**config.mk**
```make
export PLATFORM = sky130hd
export DESIGN_NAME = tomasulo_trace_recorder
export DESIGN_NICKNAME = d
export VERILOG_FILES = /design/src/rtl/tomasulo_pkg.sv /design/src/rtl/tomasulo_stage_capture.sv /design/src/rtl/tomasulo_trace_recorder.sv
export SDC_FILE = /design/constraint.sdc
export NUM_CORES = 2
export LEC_CHECK = 0
export ABC_AREA = 0
export CELL_PAD_IN_SITES_DETAIL_PLACEMENT = 1
export CELL_PAD_IN_SITES_GLOBAL_PLACEMENT = 2
export CORE_UTILIZATION = 38
export CTS_CLUSTER_DIAMETER = 200
export DETAILED_ROUTE_END_ITERATION = 7
export PLACE_DENSITY_LB_ADDON = 0.1
export SLEW_MARGIN = 20
export SYNTH_ARGS = -nofsm -noshare
export SYNTH_HDL_FRONTEND = slang
export SYNTH_SLANG_ARGS = --single-unit
```
**constraint.sdc**
```tcl
create_clock -name clk -period 113.6 [get_ports clk]
set_input_delay 34.08 -clock clk [delete_from_list [all_inputs] [get_ports clk]]
set_output_delay 34.08 -clock clk [all_outputs]
set_load 0.005 [all_outputs]
```
**src/rtl/tomasulo_pkg.sv**
```systemverilog
// Shared definitions for the tomasulo core and its trace recorder.
// Latency: n/a (declarations only).
// Backpressure: n/a.
package tomasulo_pkg;

    // Stage select used by the trace read port
    typedef logic [2:0] stage_sel_t;

    localparam stage_sel_t STAGE_ISSUE    = 3'd0;
    localparam stage_sel_t STAGE_EX_START = 3'd1;
    localparam stage_sel_t STAGE_EX_COMP  = 3'd2;
    localparam stage_sel_t STAGE_WRITE    = 3'd3;
    localparam stage_sel_t STAGE_COMMIT   = 3'd4;
    localparam int         NUM_STAGES     = 5;

    // Opcodes and functional-unit latencies shared with the core
    localparam logic [2:0] OP_ADD = 3'd0;
    localparam logic [2:0] OP_SUB = 3'd1;
    localparam logic [2:0] OP_MUL = 3'd2;
    localparam logic [2:0] OP_DIV = 3'd3;
    localparam logic [2:0] OP_LD  = 3'd4;
    localparam logic [2:0] OP_SD  = 3'd5;

    localparam int LAT_ADD = 2;
    localparam int LAT_MUL = 10;
    localparam int LAT_DIV = 40;
    localparam int LAT_LD  = 2;

    // Recorder control states
    typedef enum logic [1:0] {
        ST_IDLE = 2'd0,
        ST_RUN  = 2'd1,
        ST_DONE = 2'd2
    } trace_state_t;

endpackage

```
**src/rtl/tomasulo_stage_capture.sv**
```systemverilog
// One stage column of the timing table: rising detect, write-once stamps, recorded flags.
// Latency: stamp and flag visible one edge after the capturing edge.
// Backpressure: none; capture is gated purely by the capture enable.
module tomasulo_stage_capture #(
    parameter int NUM_INSTRUCTIONS = 31,
    parameter int CYCLE_WIDTH      = 9
) (
    input  logic                                          clk,
    input  logic                                          reset,
    input  logic                                          capture,
    input  logic [NUM_INSTRUCTIONS-1:0]                   status,
    input  logic [CYCLE_WIDTH-1:0]                        stamp_value,
    output logic [NUM_INSTRUCTIONS-1:0][CYCLE_WIDTH-1:0]  stamps,
    output logic [NUM_INSTRUCTIONS-1:0]                   recorded,
    output logic [NUM_INSTRUCTIONS-1:0]                   recorded_next
);

    logic [NUM_INSTRUCTIONS-1:0] prev;
    logic [NUM_INSTRUCTIONS-1:0] rise;

    // Rising edges seen on a capture edge; falls and held-high bits are ignored
    always_comb begin
        rise          = capture ? (status & ~prev) : '0;
        recorded_next = recorded | rise;
    end

    // Stamp first rise only; a re-rise of an already recorded bit leaves the stamp alone
    always_ff @(posedge clk or posedge reset) begin
        if (reset) begin
            prev     <= '0;
            recorded <= '0;
            stamps   <= '0;
        end else if (capture) begin
            prev     <= status;
            recorded <= recorded_next;
            for (int i = 0; i < NUM_INSTRUCTIONS; i++) begin
                if (rise[i] && !recorded[i]) begin
                    stamps[i] <= stamp_value;
                end
            end
        end
    end

endmodule

```
**src/rtl/tomasulo_trace_recorder.sv**
```systemverilog
// Records first-rise cycle stamps of the core's per-instruction status vectors; optional order checker under TOMASULO_TRACE_CHECK_EN.
// Latency: captures on the edge a bit rises; read data one cycle after rd_req.
// Backpressure: none; reads are always accepted, capture pauses while run is low.
module tomasulo_trace_recorder
    import tomasulo_pkg::*;
#(
    parameter int NUM_INSTRUCTIONS = 31,
    parameter int NUM_CYCLES       = 500,
    parameter int CYCLE_WIDTH      = $clog2(NUM_CYCLES),
    parameter int IDX_WIDTH        = $clog2(NUM_INSTRUCTIONS)
) (
    input  logic                         clk,
    input  logic                         reset,
    input  logic                         run,
    input  logic [IDX_WIDTH:0]           num_valid,
    input  logic [NUM_INSTRUCTIONS-1:0]  issue,
    input  logic [NUM_INSTRUCTIONS-1:0]  ex_start,
    input  logic [NUM_INSTRUCTIONS-1:0]  ex_comp,
    input  logic [NUM_INSTRUCTIONS-1:0]  write,
    input  logic [NUM_INSTRUCTIONS-1:0]  commit,
    input  logic                         rd_req,
    input  logic [IDX_WIDTH-1:0]         rd_idx,
    input  logic [2:0]                   rd_stage,
    output logic                         rd_valid,
    output logic [CYCLE_WIDTH-1:0]       rd_data,
    output logic                         rd_recorded,
    output logic [CYCLE_WIDTH-1:0]       cycle_count,
    output logic                         all_done,
    output logic                         overflow,
    output logic                         order_error
);

    localparam int                     NVW       = IDX_WIDTH + 1;
    localparam logic [CYCLE_WIDTH-1:0] COUNT_MAX = CYCLE_WIDTH'(NUM_CYCLES - 1);

    trace_state_t state, state_next;
    logic         capture;
    logic         done_now;

    logic [NUM_STAGES-1:0][NUM_INSTRUCTIONS-1:0]                  stage_in;
    logic [NUM_STAGES-1:0][NUM_INSTRUCTIONS-1:0][CYCLE_WIDTH-1:0] stamp_all;
    logic [NUM_STAGES-1:0][NUM_INSTRUCTIONS-1:0]                  rec_all;
    logic [NUM_STAGES-1:0][NUM_INSTRUCTIONS-1:0]                  rec_next_all;

    assign stage_in[STAGE_ISSUE]    = issue;
    assign stage_in[STAGE_EX_START] = ex_start;
    assign stage_in[STAGE_EX_COMP]  = ex_comp;
    assign stage_in[STAGE_WRITE]    = write;
    assign stage_in[STAGE_COMMIT]   = commit;

    for (genvar s = 0; s < NUM_STAGES; s++) begin : g_stage
        tomasulo_stage_capture #(
            .NUM_INSTRUCTIONS (NUM_INSTRUCTIONS),
            .CYCLE_WIDTH      (CYCLE_WIDTH)
        ) u_capture (
            .clk           (clk),
            .reset         (reset),
            .capture       (capture),
            .status        (stage_in[s]),
            .stamp_value   (cycle_count),
            .stamps        (stamp_all[s]),
            .recorded      (rec_all[s]),
            .recorded_next (rec_next_all[s])
        );
    end

    // Completion test on the post-capture commit flags so all_done lands with the final commit
    always_comb begin
        done_now = capture && (num_valid != '0);
        for (int i = 0; i < NUM_INSTRUCTIONS; i++) begin
            if ((NVW'(i) < num_valid) && !rec_next_all[STAGE_COMMIT][i]) begin
                done_now = 1'b0;
            end
        end
    end

    // Control state register
    always_ff @(posedge clk or posedge reset) begin
        if (reset) begin
            state <= ST_IDLE;
        end else begin
            state <= state_next;
        end
    end

    // Next state and capture enable; DONE freezes everything until reset
    always_comb begin
        state_next = state;
        capture    = 1'b0;
        case (state)
            ST_IDLE, ST_RUN: begin
                capture = run;
                if (run) begin
                    state_next = done_now ? ST_DONE : ST_RUN;
                end
            end
            ST_DONE: begin
                capture = 1'b0;
            end
            default: begin
                state_next = ST_IDLE;
            end
        endcase
    end

    // Cycle counter with saturation, sticky overflow and sticky completion
    always_ff @(posedge clk or posedge reset) begin
        if (reset) begin
            cycle_count <= '0;
            overflow    <= 1'b0;
            all_done    <= 1'b0;
        end else if (capture) begin
            if (cycle_count == COUNT_MAX) begin
                overflow <= 1'b1;
            end else begin
                cycle_count <= cycle_count + 1'b1;
            end
            if (done_now) begin
                all_done <= 1'b1;
            end
        end
    end

    // Registered read port; out-of-range selects return an empty entry
    always_ff @(posedge clk or posedge reset) begin
        if (reset) begin
            rd_valid    <= 1'b0;
            rd_data     <= '0;
            rd_recorded <= 1'b0;
        end else begin
            rd_valid <= rd_req;
            if (rd_req) begin
                if (({1'b0, rd_idx} >= NVW'(NUM_INSTRUCTIONS)) || (rd_stage > STAGE_COMMIT)) begin
                    rd_data     <= '0;
                    rd_recorded <= 1'b0;
                end else begin
                    rd_data     <= stamp_all[rd_stage][rd_idx];
                    rd_recorded <= rec_all[rd_stage][rd_idx];
                end
            end
        end
    end

`ifdef TOMASULO_TRACE_CHECK_EN
    logic [NUM_STAGES-1:0] stage_err;
    logic                  commit_err;

    assign stage_err[0] = 1'b0;
    for (genvar s = 1; s < NUM_STAGES; s++) begin : g_order
        // A stage newly recorded while its predecessor is still unrecorded after this edge
        assign stage_err[s] = |((rec_next_all[s] & ~rec_all[s]) & ~rec_next_all[s-1]);
    end

    // Commits must retire in program order
    assign commit_err = |((rec_next_all[STAGE_COMMIT][NUM_INSTRUCTIONS-1:1]
                           & ~rec_all[STAGE_COMMIT][NUM_INSTRUCTIONS-1:1])
                          & ~rec_next_all[STAGE_COMMIT][NUM_INSTRUCTIONS-2:0]);

    // Sticky ordering violation flag
    always_ff @(posedge clk or posedge reset) begin
        if (reset) begin
            order_error <= 1'b0;
        end else if (capture && ((|stage_err) || commit_err)) begin
            order_error <= 1'b1;
        end
    end
`else
    assign order_error = 1'b0;
`endif

endmodule

```
# Word level (Yosys, flattened, before mapping)
# Cells that the tools add are included.
[classes]
n_addsub = 1
magnitude_cmp = 35
n_eq_ne = 4
muxes = 50
n_bitwise = 17
reduce_logical = 536
[op_table]
columns = ["operator", "n"]
rows = [
  ["$bmux W279 S3", 1],
  ["$reduce_and A2 Y1", 159],
  ["$mux W279", 1],
  ["$logic_and A1 B1 Y1", 187],
  ["$logic_not A1 Y1", 186],
  ["$mux W31", 6],
  ["$and A31 B31 Y31", 5],
  ["$not A31 Y31", 5],
  ["$or A31 B31 Y31", 5],
  ["$bmux W31 S3", 1],
  ["$lt A5 B6 Y1 const A", 15],
  ["$lt A4 B6 Y1 const A", 8],
  ["$bmux W9 S5", 1],
  ["$mux W1", 34],
  ["$lt A3 B6 Y1 const A", 4],
  ["$mux W9", 2],
  ["$lt A1 B6 Y1 const A", 2],
  ["$lt A2 B6 Y1 const A", 2],
  ["$add A9 B1 Y9 const B", 1],
  ["$eq A9 B9 Y1 const B", 1],
  ["$lt A5 B6 Y1 const B", 1],
  ["$reduce_bool A6 Y1", 1],
  ["$bmux W1 S5", 1],
  ["$ge A5 B5 Y1 const B", 1],
  ["11 further kinds", 13],
]
[word_totals]
register_bits = 1729
inputBits = 173
out_inout_bits = 23
word_cells = 815

# Depth between registers and ports, before layout
[depth]
depth_word = 41
depth_mapped = 13
ltp_nobuf = 8

# Modules after synthesis
# Synthesis repeated with hierarchy kept, for this count alone.
[unflattened]
cells_unflattened = 5930
area_unflattened_um2 = 82385.3
[by_module_without_submodules]
columns = ["mod", "n_inst", "cells_each", "area_each_um2", "seq_area_each_um2"]
rows = [
  ["tomasulo_stage_capture", 5, 877, 13456.7, 8533.2],
  ["tomasulo_trace_recorder", 1, 1545, 15102.0, 600.6],
]

# Worst setup path before layout
# Ideal clock, no wire load.
[synth_path]
kind = "input-to-reg"
start = "in rd_stage[0]"
end = "reg rd_data[8]"
setup_ns = 0.132
t_arrival_ns = 35.932
required_time_ns = 113.468
path_slack_ns = 77.535
path_stages = 7
path_buffers = 3
path_cell_list = "buf_6 > buf_12 > buf_6 > mux4_2 > mux4_2 > a2111oi_4 > o41ai_2"
[synth_via]
elab_chain_len = 5
elab_cells_between_ends = 7
cone_classes = "order compare (1); mux (5); reduce/logical (1)"
[synth_rtl]
columns = ["item", "line", "source"]
rows = [
  ["start, declared", "tomasulo_trace_recorder.sv:23", "input logic [2:0] rd_stage,"],
  ["$bmux W279 S3", "tomasulo_trace_recorder.sv:137", "rd_data <= stamp_all[rd_stage][rd_idx];"],
  ["$mux W279 (not written as such)", "tomasulo_trace_recorder.sv:137", ""],
  ["$bmux W9 S5", "tomasulo_trace_recorder.sv:137", ""],
  ["$mux W9 (not written as such)", "tomasulo_trace_recorder.sv:137", ""],
  ["$mux W9 *", "tomasulo_trace_recorder.sv:133", "if (({1'b0, rd_idx} >= NVW'(NUM_INSTRUCTIONS)) || (rd_stage > STAGE_COMMIT)) begin"],
  ["end signal, assigned", "tomasulo_trace_recorder.sv:137", ""],
  ["end, declared", "tomasulo_trace_recorder.sv:25", "output logic [CYCLE_WIDTH-1:0] rd_data,"],
]
# Every way passes the cells marked *; elsewhere a longest branch is shown, timed or not. The select of a mux whose other input is x is not followed.
# A chain may end at the register's enable or synchronous reset.

==> results by group <==
STA
  • Final Hold Fails: 0
  • Max frequency: about 0.026 GHz
  • Worst slew pin tran: around 1.2 ns
  • RSZ-0062 raised after global routing: false
  • Clk_skew: roughly 0.043 ns
  • Setup TNS: 0 ns
  • Relative slew slack: around a fifth
  • Final period util: 34.00%
  • Min Tclk post-route: 38.63 ns
  • Finish-stage setup viols: 0
  • Fin. max-slew vios: 0

Cells and area
  • Layout cell share with drive strength beyond 1: between 40% and 50%
  • Fillers: 20840
  • Nets@finish: 5988
  • Final core occ: a little over two fifths
  • Commonest non-fill, non-tap cell in the layout: dfrtp_1
  • P&R area growth vs syn: 14.18%
  • Commonest cells after routing, fill and taps aside: dfrtp_1 (1720), mux2_2 (1425), nand2_1 (298)

Clock network
  • Hold buffer count at cts: 0
  • Sink Count: approximately 1700
  • Cts bufs inserted: just under 200
  • Clock slew at reported path FFs: 0.06 ns
  • Longest Clk Path Bufs: 3
  • CTS tree: yes
  • CTS H-tree depth: 4
  • Post-CTS setup buffers: 0
  • Root buffer cell: clkbuf_16
  • Post-CTS sizing: 0
  • Clk Latency, worst-skew pair: 0.85 ns

Routing
  • Vias per cell: 5.722
  • DRC viols: 0
  • Remaining antenna violation count: 0
  • DR iter-0 viols: 3373
  • WL/cell: 31.49 um
  • Total wire length: 276700 um
  • Detailed-route via count: 50280
  • DRT Pass-1 Iters: 5

Placed design
  • PortBufs: between 150 and 200
  • Placed wire-length estimate: 183000 um
  • RD Place Congestion: between 0.8 and 0.9

Die
  • Top-level I/O count: 196
  • Cell row count: 168
  • Area of the core: 210400 um2
  • Initial Utilization: 38.43%
  • Die Width: 463.3 um
  • Die height: 463.3 um
  • Die ar.: 214600 um2

Yosys
  • Post-synthesis sequential area ratio: a little over half
  • Synth unique cells: between 90 and 100
  • Synthesis-stage register bit count: 1729
  • Top cells by area, synth: dfrtp_1 (54%), mux2_2 (20%), mux4_2 (6.9%), mux2i_1 (3.2%), nor4b_4 (2.0%)
  • Yosys top cell area share: a little over half
  • Ys async rst share: 100.0%
  • Mean Syn Cell Area: roughly 14 um2
  • Synth warn: 0
  • Synth Flop Type: dfrtp_1
  • Synth area leader: dfrtp_1
  • Post-synth EDFFs: 0
  • Mapped Area: 80860 um2
  • Post-Syn Nets: 5816
  • Post-Synthesis Cells: 5642

Pwr
  • Static Leakage: 0.04121 uW
  • Max VDD drop: 0.00001703 V
  • Power per standard cell area: 19.88 nW/um2

Global routing
  • Largest net degree at the start of global routing: 144
  • Tot GR Track Use: approximately a quarter
  • Grt total ovfl: 0
  • Initial antenna violation count: 11
  • Vias in the first global route: 54020
  • First-pass GRT wire length: 408700 um

Critical path
  • Kind of end point of the critical path: async pin
  • CP max FO: 111
  • Nature of the critical path startpoint: primary input
  • CP Class: primary input to async pin
  • WP data required: 114.33 ns
  • Crit path DAT: approximately 39 ns

Job
  • Max cap viols: 0

Min path
  • Hold Path Class: flop to flop

Run status
  • Outcome: finished clean
synth_stat cells, types with 23 or more instances:
| master | n |
|---|---|
| a22oi_1 | 25 |
| nor2_1 | 46 |
| nand3_1 | 39 |
| nand2_1 | 301 |
| nor2b_1 | 32 |
| a31o_2 | 133 |
| inv_1 | 159 |
| o21ai_0 | 208 |
| buf_6 | 39 |
| nor4b_4 | 67 |
| dfrtp_1 | 1729 |
| o22ai_1 | 45 |
| mux2i_1 | 255 |
| a21oi_1 | 74 |
| mux2_2 | 1425 |
| a211oi_1 | 25 |
| buf_4 | 42 |
| a31oi_1 | 32 |
| nor4b_2 | 71 |
| nor3_1 | 23 |
| clkbuf_1 | 252 |
| mux4_2 | 248 |
| buf_2 | 42 |
kinds of logic after synthesis:
logic type,count (synthesis),share of synthesized area (%)
AOI/OAI and AO/OA,707,6.078
xor gates and xnor gates,8,0.08666
DFF,1729,53.51
buffers and inverters,573,3.643
muxes,1936,30.17
and+or+nand+nor,686,6.479
adders and majority gates,2,0.02785
other,1,0.004638
power breakdown:
group / leakage, uW / total [uW] / internal (uW) / switching, uW
Sequential: 0.0224 / 841 / 749 / 92.1
Combinational: 0.0156 / 358 / 155 / 203
Clock: 0.00317 / 636 / 372 / 264
metal layers:
metal | vias to the layer above | global-route usage, % | part of all wire [%]
li1 | 21270 | - | -
met1 | 27710 | 37.64 | 47
met2 | 968 | 41.23 | 47
met3 | 333 | 3.150 | 3.7
met4 | 2 | 6.740 | 2.5
met5 | - | 0 | 0.0047
registers in the layout (all words and copies together), names as in the netlist:
name	flops
state	2
all_done	1
overflow	1
g_stage.u_capture.stamps	1395
rd_recorded	1
cycle_count	9
g_stage.u_capture.prev	155
g_stage.u_capture.recorded	155
rd_data	9
rd_valid	1
final timing paths:
check                             from                               end  slack [ns]  cells after the start
hold reg to reg               all_done                          all_done        0.47                      1
min in group asynchronous        reset     g_stage[0].u_capture.prev[24]       33.80                      2
hold / removal                all_done                          all_done        0.47                      1
setup / recovery                 reset                    cycle_count[7]       74.97                      7
max in group clk           rd_stage[1]                        rd_data[5]       75.50                     10
setup reg to reg              state[1]  g_stage[1].u_capture.stamps[158]      109.64                      7
cell type report:
| class | count | area (um2) | share of cell area [%] |
|---|---|---|---|
| flip-flops and latches | 1729 | 43300 | 46.90 |
| multi-input cells | 3340 | 34950 | 37.86 |
| clock buffers | 313 | 5971 | 6.467 |
| well taps | 2805 | 3510 | 3.801 |
| repair buffers | 388 | 3497 | 3.788 |
| inverters | 160 | 613.1 | 0.6641 |
| clock inverters | 45 | 464.2 | 0.5028 |
| diodes | 8 | 20.02 | 0.02168 |
metrics by stage:
| step | total power (uW) | instance area (um2) | hold slack, ns | setup slack, ns | std cells |
|---|---|---|---|---|---|
| 4_1_cts | 1857 | 92240 | 0.4717 | 74.73 | 8778 |
| 3_5_place_dp | 1212 | 85810 | 0.4579 | 73.87 | 8420 |
| 6_report | 1835 | 92320 | 0.4724 | 74.97 | 8788 |
| 3_3_place_gp | 1195 | 85800 | 0.4575 | 73.89 | 8420 |
| 2_1_floorplan | 1076 | 80860 | 0.4380 | 30.71 | 5642 |
| 5_1_grt | 1924 | 92310 | 0.4938 | 74.17 | 8783 |
worst max-delay path, stage by stage:
cell and delay (ns):
clkdlybuf4s50_1 0.49, inv_8 0.54, buf_4 0.78, buf_4 0.79
buf_4 0.72, buf_4 0.82, buf_4 0.84
Note: power is estimated with default switching activity, not from simulation.
